$ cat src/rtl/alu_uart_frontend_pkg.sv
`default_nettype none
// ============================================================================
// Module      : alu_uart_frontend_pkg
// Description : Shared FSM state encoding and ALU opcode constants.
// Revision    : 1.0 - initial release
// ============================================================================
package alu_uart_frontend_pkg;

    typedef enum logic [2:0] {
        ST_WAIT_OP1 = 3'd0,
        ST_WAIT_OP2 = 3'd1,
        ST_WAIT_OPC = 3'd2,
        ST_CAPTURE  = 3'd3,
        ST_SEND     = 3'd4,
        ST_WAIT_TX  = 3'd5
    } state_t;

    localparam logic [5:0] c_OP_ADD = 6'b100000;
    localparam logic [5:0] c_OP_SUB = 6'b100010;
    localparam logic [5:0] c_OP_AND = 6'b100100;
    localparam logic [5:0] c_OP_OR  = 6'b100101;
    localparam logic [5:0] c_OP_XOR = 6'b100110;
    localparam logic [5:0] c_OP_SRA = 6'b000011;
    localparam logic [5:0] c_OP_SRL = 6'b000010;
    localparam logic [5:0] c_OP_NOR = 6'b100111;

endpackage
`default_nettype wire

$ cat src/rtl/alu_uart_frontend.sv
`default_nettype none
// ============================================================================
// Module      : alu_uart_frontend
// Description : Collects operand1/operand2/opcode bytes for the ALU and
//               streams the latched result back to the UART, MSB byte first.
// Revision    : 1.0 - initial release
// ============================================================================
module alu_uart_frontend
    import alu_uart_frontend_pkg::*;
#(
    parameter int NB_OP   = 6,
    parameter int NB_DATA = 8,
    parameter int NB_OUT  = 16
) (
    input  logic                i_clk,
    input  logic                i_reset_n,
    input  logic [7:0]          i_rx_data,
    input  logic                i_rx_done,
    input  logic                i_tx_done,
    input  logic [NB_OUT-1:0]   i_alu_result,
    output logic [NB_DATA-1:0]  o_operand1,
    output logic [NB_DATA-1:0]  o_operand2,
    output logic [NB_OP-1:0]    o_opcode,
    output logic [7:0]          o_tx_data,
    output logic                o_tx_start,
    output logic                o_busy
);

    localparam int c_NBYTES = NB_OUT / 8;
    localparam int NB_IDX   = (c_NBYTES > 1) ? $clog2(c_NBYTES) : 1;
    localparam logic [NB_IDX-1:0] c_IDX_LAST = NB_IDX'(c_NBYTES - 1);

    state_t              r_state;
    state_t              w_state_next;
    logic [NB_DATA-1:0]  r_operand1;
    logic [NB_DATA-1:0]  r_operand2;
    logic [NB_OP-1:0]    r_opcode;
    logic [NB_OUT-1:0]   r_result;
    logic [NB_IDX-1:0]   r_idx;
    logic [7:0]          r_tx_data;
    logic                r_tx_start;
    logic                w_tx_ack;
    logic [7:0]          w_tx_byte;

    // A done strobe coincident with the start pulse belongs to the previous byte.
    assign w_tx_ack  = i_tx_done && !r_tx_start;
    assign w_tx_byte = r_result[{r_idx, 3'b000} +: 8];

    always_ff @(posedge i_clk) begin
        if (!i_reset_n) begin
            r_state <= ST_WAIT_OP1;
        end else begin
            r_state <= w_state_next;
        end
    end

    always_comb begin
        w_state_next = r_state;
        case (r_state)
            ST_WAIT_OP1: if (i_rx_done) w_state_next = ST_WAIT_OP2;
            ST_WAIT_OP2: if (i_rx_done) w_state_next = ST_WAIT_OPC;
            ST_WAIT_OPC: if (i_rx_done) w_state_next = ST_CAPTURE;
            ST_CAPTURE:  w_state_next = ST_SEND;
            ST_SEND:     w_state_next = ST_WAIT_TX;
            ST_WAIT_TX: begin
                if (w_tx_ack) begin
                    w_state_next = (r_idx == '0) ? ST_WAIT_OP1 : ST_SEND;
                end
            end
            default:     w_state_next = ST_WAIT_OP1;
        endcase
    end

    always_ff @(posedge i_clk) begin
        if (!i_reset_n) begin
            r_operand1 <= '0;
            r_operand2 <= '0;
            r_opcode   <= '0;
            r_result   <= '0;
            r_idx      <= '0;
            r_tx_data  <= '0;
            r_tx_start <= 1'b0;
        end else begin
            r_tx_start <= 1'b0;
            case (r_state)
                ST_WAIT_OP1: if (i_rx_done) r_operand1 <= i_rx_data;
                ST_WAIT_OP2: if (i_rx_done) r_operand2 <= i_rx_data;
                ST_WAIT_OPC: if (i_rx_done) r_opcode   <= i_rx_data[NB_OP-1:0];
                ST_CAPTURE: begin
                    r_result <= i_alu_result;
                    r_idx    <= c_IDX_LAST;
                end
                ST_SEND: begin
                    r_tx_data  <= w_tx_byte;
                    r_tx_start <= 1'b1;
                end
                ST_WAIT_TX: begin
                    if (w_tx_ack && (r_idx != '0)) begin
                        r_idx <= r_idx - NB_IDX'(1);
                    end
                end
                default: ;
            endcase
        end
    end

    assign o_operand1 = r_operand1;
    assign o_operand2 = r_operand2;
    assign o_opcode   = r_opcode;
    assign o_tx_data  = r_tx_data;
    assign o_tx_start = r_tx_start;
    assign o_busy     = (r_state == ST_CAPTURE) || (r_state == ST_SEND) ||
                        (r_state == ST_WAIT_TX);

endmodule
`default_nettype wire

$ cat config.mk
export PLATFORM = sky130hd
export DESIGN_NAME = alu_uart_frontend
export DESIGN_NICKNAME = d
export VERILOG_FILES = /design/src/rtl/alu_uart_frontend_pkg.sv /design/src/rtl/alu_uart_frontend.sv
export SDC_FILE = /design/constraint.sdc
export NUM_CORES = 1
export LEC_CHECK = 0
export CAP_MARGIN = 30
export CORE_MARGIN = 1
export CORE_UTILIZATION = 50
export DETAILED_ROUTE_END_ITERATION = 16
export PLACE_DENSITY_LB_ADDON = 0.05
export SYNTH_ARGS = -nofsm -noshare
export SYNTH_HDL_FRONTEND = slang
export SYNTH_SLANG_ARGS = --single-unit
$ cat constraint.sdc
create_clock -name i_clk -period 2.77 [get_ports i_clk]
set_input_delay 0.554 -clock i_clk [delete_from_list [all_inputs] [get_ports i_clk]]
set_output_delay 0.554 -clock i_clk [all_outputs]
set_load 0.01 [all_outputs]
Word level (Yosys, flattened, before mapping)
Cells that the tools add are included.
{"block": "classes", "eq_ne": 10, "add_sub_neg": 1, "shift": 1, "n_reduce_logical": 12, "mux": 9}
{"cell": "$pmux 3 s6", "n": 1}
{"cell": "$shiftx 16x5->8", "n": 1}
{"cell": "$mux 3", "n": 5}
{"cell": "$ne 2x2->1 const B", "n": 5}
{"cell": "$reduce_and 2->1", "n": 4}
{"cell": "$eq 3x2->1 const B", "n": 2}
{"cell": "$eq 3x3->1 const B", "n": 2}
{"cell": "$reduce_and 4->1", "n": 1}
{"cell": "$eq 3x1->1 const B", "n": 1}
{"cell": "$logic_not 3->1", "n": 1}
{"cell": "$logic_and 1x1->1", "n": 2}
{"cell": "$logic_or 1x1->1", "n": 2}
{"cell": "$mux 1", "n": 2}
{"cell": "$pmux 1 s2", "n": 1}
{"cell": "$reduce_bool 2->1", "n": 1}
{"cell": "$logic_not 1->1", "n": 1}
{"cell": "$sub 1x1->1 const B", "n": 1}
{"block": "word_totals", "elab_cells": 41, "register_bits": 51, "out_inout_bits": 32}

Depth between registers and ports, before layout
{"block": "depth", "ltp_word": 5, "ltp_mapped": 6}

Worst setup path before layout
No wires, ideal clock.
{"block": "synth_path", "path_type": "in2reg", "from": "input i_rx_done", "to": "register r_operand1[5], in the netlist o_operand1[5]", "setup_slack_ns": 1.272, "setup_time_ns": 0.115, "cell_stages": 5, "t_arrival_ns": 1.383, "required_ns": 2.655, "cell_sequence": "or4b_1 -> buf_2 -> buf_6 -> nand3_2 -> o21ai_2"}
{"block": "synth_via", "elab_chain_cells": 1}
{"element": "from (decl)", "line_no": "alu_uart_frontend.sv:18", "text": "input logic i_rx_done,"}
{"element": "$reduce_and 2->1 (no line)"}
{"element": "to (signal assigned)", "line_no": "alu_uart_frontend.sv:86", "text": "ST_WAIT_OP1: if (i_rx_done) r_operand1 <= i_rx_data;"}
{"element": "to (decl)", "line_no": "alu_uart_frontend.sv:35", "text": "logic [NB_DATA-1:0] r_operand1;"}
Every way passes these cells.
A chain may end at the register's enable or synchronous reset.

Worst setup path after layout
{"block": "layout_path", "from": "register r_state[0]", "to": "output o_busy"}
{"block": "layout_via", "elab_chain_cells": 3}
{"element": "from (decl)", "line_no": "alu_uart_frontend.sv:33", "text": "state_t r_state;"}
{"element": "from (signal assigned)", "line_no": "alu_uart_frontend.sv:53", "text": "r_state <= w_state_next;"}
{"element": "$eq 3x2->1 or $eq 3x3->1 (tied branches)", "line_no": "alu_uart_frontend.sv:112", "text": "assign o_busy = (r_state == ST_CAPTURE) || (r_state == ST_SEND) ||"}
{"element": "$logic_or 1x1->1", "line_no": "alu_uart_frontend.sv:112"}
{"element": "$logic_or 1x1->1 (*)", "line_no": "alu_uart_frontend.sv:112"}
{"element": "to (decl)", "line_no": "alu_uart_frontend.sv:26", "text": "output logic o_busy"}
Mark *: on every way between the ends. The rest lies on a longest branch, timed or not.

==> metrics.csv <==
stage;metric;value;unit
synth;avgSynthCellArea;9.516;µm²
placed_design;port_buffers;59;
worst_setup_path;rr_worst_depth;3;
cts;cts_setup_buffers;0;
placed_design;gp_congestion;0.6898;
synth;async_flop_share;0;%
global_routing;grt_pass1_vias;1462;
sta;max_slew.worst_pin.slew;0.6637;ns
floorplan;io_pins;60;
power;p_total;1.324;mW
cts;ctsResizeCount;0;
sta;setup-violations-final;0;
cts;root_buffer;clkbuf_8;
finish;fillCellCount;364;
sta;whs;0.4654;ns
cts;cts_buffer_depth;2;
sta;finalClockSkew;0.002427;ns
worst_setup_path;endpoint_kind;output port;
placed_design;post-dp-hpwl;2751;µm
floorplan;core-area;4000;µm²
worst_setup_path;r2r_slack;1.06;ns
synth;synth_cell_type_count;30;
routing;first_pass_iters;4;
floorplan;die-height;66.41;µm
synth;yosysTopAreaCell;dfxtp_1;
min_path;hold_path.class;reg -> reg;
sta;finalSetupTns;0;ns
routing;drc;0;
synth;syn_nets;246;
cts;hold_buffers;0;
sta;fmax;427.4;MHz
synth;synth_top_area_share;49.22;%
finish;num_antenna_cells;0;
synth;seq_area_frac_synth;49.22;%
sta;hold_viol;0;
global_routing;overflow;0;
routing;finalWirelength;3961;µm
finish;multi_input_area;948.4;µm²
floorplan;fp-row-count;23;
worst_setup_path;startpoint;r_state[0]$_SDFFE_PN0P_;
cts;cts_made_buffers;5;
synth;synthesis.area;2074;µm²
global_routing;grt_busiest_layer;met2;
global_routing;grt_antenna_before_repair;0;
power;cellLeakagePower;1.027;nW
worst_setup_path;worstPathMaxFanout;17;
sta;grt_setup_unrepaired;false;
finish;final_nets;297;
cts;insertion_delay;0.29;ns
routing;wire_per_inst;12.46;µm
worst_setup_path;arrival;1.79;ns
routing;drtIter0Drc;81;
cts;clkTransAtPathRegs;0.08;ns
cts;cts_sinks;51;
synth;synthTopCellsByCount;dfxtp_1 (51), nand2_1 (50), a21boi_0 (16), mux2i_1 (16), nand3_1 (12);
global_routing;globalRouteTotalUtil;20.04;%
worst_setup_path;r2r_start;r_state[0]$_SDFFE_PN0P_;
global_routing;use_met1;28.13;%
finish;area_growth;30.94;%
power;vdd_drop_max;0.0003063;V
worst_setup_path;required;2.22;ns
global_routing;grt_pass1_wl;6630;µm
finish;layout-drive-gt1-share;7.836;%
sta;min_period;2.340;ns
global_routing;use_met3;5.862;%
worst_setup_path;cp-endpoint;o_busy;
routing;vias_per_cell;5.041;
finish;regArea;1021;µm²
synth;synth_seq_cells;51;
global_routing;grt_max_degree;42;
synth;syn_inst;218;
cts;htreeDepth;2;
flow_run;drv_cap;0;
floorplan;dieArea;4410;µm²
synth;synthTopCellsByArea;dfxtp_1 (49%), nand2_1 (9.0%), mux2i_1 (7.7%);
routing;drt.antenna.violating_nets;0;
sta;relSlewSlack;55.75;%
outcome;status;complete, no violations;
synth;ys.warnings.count;0;
global_routing;grtUsageMet2;28.70;%
synth;synth-edff-count;0;
floorplan;die_x;66.41;µm
worst_setup_path;startpoint_type;flip-flop;
synth;yosysMostFrequentCell;dfxtp_1;
worst_setup_path;r2r_end;o_operand1[0]$_SDFFE_PN0P_;
floorplan;initial_core_util;51.86;%
cts;cts_tree;done;
synth;synth_ff_type;dfxtp_1;
sta;fin_crit_sh;84.46;%
routing;vias;1603;
worst_setup_path;path_class;reg -> out;
power;power.density;487.5;nW/µm²
sta;slew_violations;0;
-- logic make-up (layout without fill, tap and decap cells) --
logic type             Yosys count  count (layout)  synth area share (%)
AOI/OAI and AO/OA               44              44                 16.47
buffers and inverters           19              69                 5.066
DFF                             51              51                 49.22
muxes                           16              16                 7.720
and+or+nand+nor                 88              88                 21.53
-- per-stage QoR --
step	util, %	area, µm²	instances	setup WS, ns
after floorplan	-	2074	218	1.272
final	67.91	2716	318	0.4303
after global placement	66.09	2644	312	0.4490
after detailed placement	66.09	2644	312	0.4299
after global routing	67.91	2716	318	0.3170
after CTS	67.91	2716	318	0.4176
-- flip-flops by register name (all words and copies together), names as in the netlist --
register,flops
o_tx_start,1
r_idx,1
o_tx_data,8
o_operand1,8
o_opcode,6
o_operand2,8
r_result,16
r_state,3
-- layer usage --
layer | vias up | share of wire, %
li1 | 840 | -
met1 | 724 | 53
met2 | 33 | 42
met3 | 6 | 3.9
met4 | 0 | 1.4
met5 | - | 0
-- area by class of cell --
type | instances | share of cell area, %
flip-flops and latches | 51 | 37.59
inverters | 1 | 0.1382
multi-input cells | 148 | 34.91
well taps | 50 | 2.303
repair buffers | 62 | 22.39
clock buffers | 6 | 2.672
-- worst max-delay path, stage by stage (launching register included) --
cell             delay (ns)
dfxtp_1                0.53
nand3b_1               0.12
buf_4                  0.21
nand2_1                0.10
clkdlybuf4s50_1        0.53
-- where the power goes --
group / internal, mW / switching [mW] / leakage [nW]
combinational: 0.0950 / 0.0692 / 0.576
clock: 0.169 / 0.215 / 0.0371
sequential: 0.756 / 0.0195 / 0.413
-- cells in the final DEF (no fill, tap or decap), drive strengths merged, types with 2 or more instances in the layout --
cell,instances
clkdlybuf4s50,58
dfxtp,51
nand2,50
a21boi,16
mux2i,16
o21ai,16
nand3,14
nor2b,9
o211a,8
clkbuf,6
nand2b,4
buf,4
nand3b,2
and3b,2
nor3b,2
-- worst min-delay path by stage --
stage                                      end                       start  cells past startpoint  slack [ns]
finish              o_operand1[5]$_SDFFE_PN0P_  o_operand1[5]$_SDFFE_PN0P_                      2        0.47
global route          r_result[9]$_SDFFE_PN0P_    r_result[9]$_SDFFE_PN0P_                      2        0.49
CTS                 o_operand1[5]$_SDFFE_PN0P_  o_operand1[5]$_SDFFE_PN0P_                      2        0.47
detailed placement  o_operand1[5]$_SDFFE_PN0P_  o_operand1[5]$_SDFFE_PN0P_                      2        0.45
global placement    o_operand1[5]$_SDFFE_PN0P_  o_operand1[5]$_SDFFE_PN0P_                      2        0.45
floorplan             r_result[0]$_SDFFE_PN0P_    r_result[0]$_SDFFE_PN0P_                      2        0.44
Power figures use the tool's default switching activity.
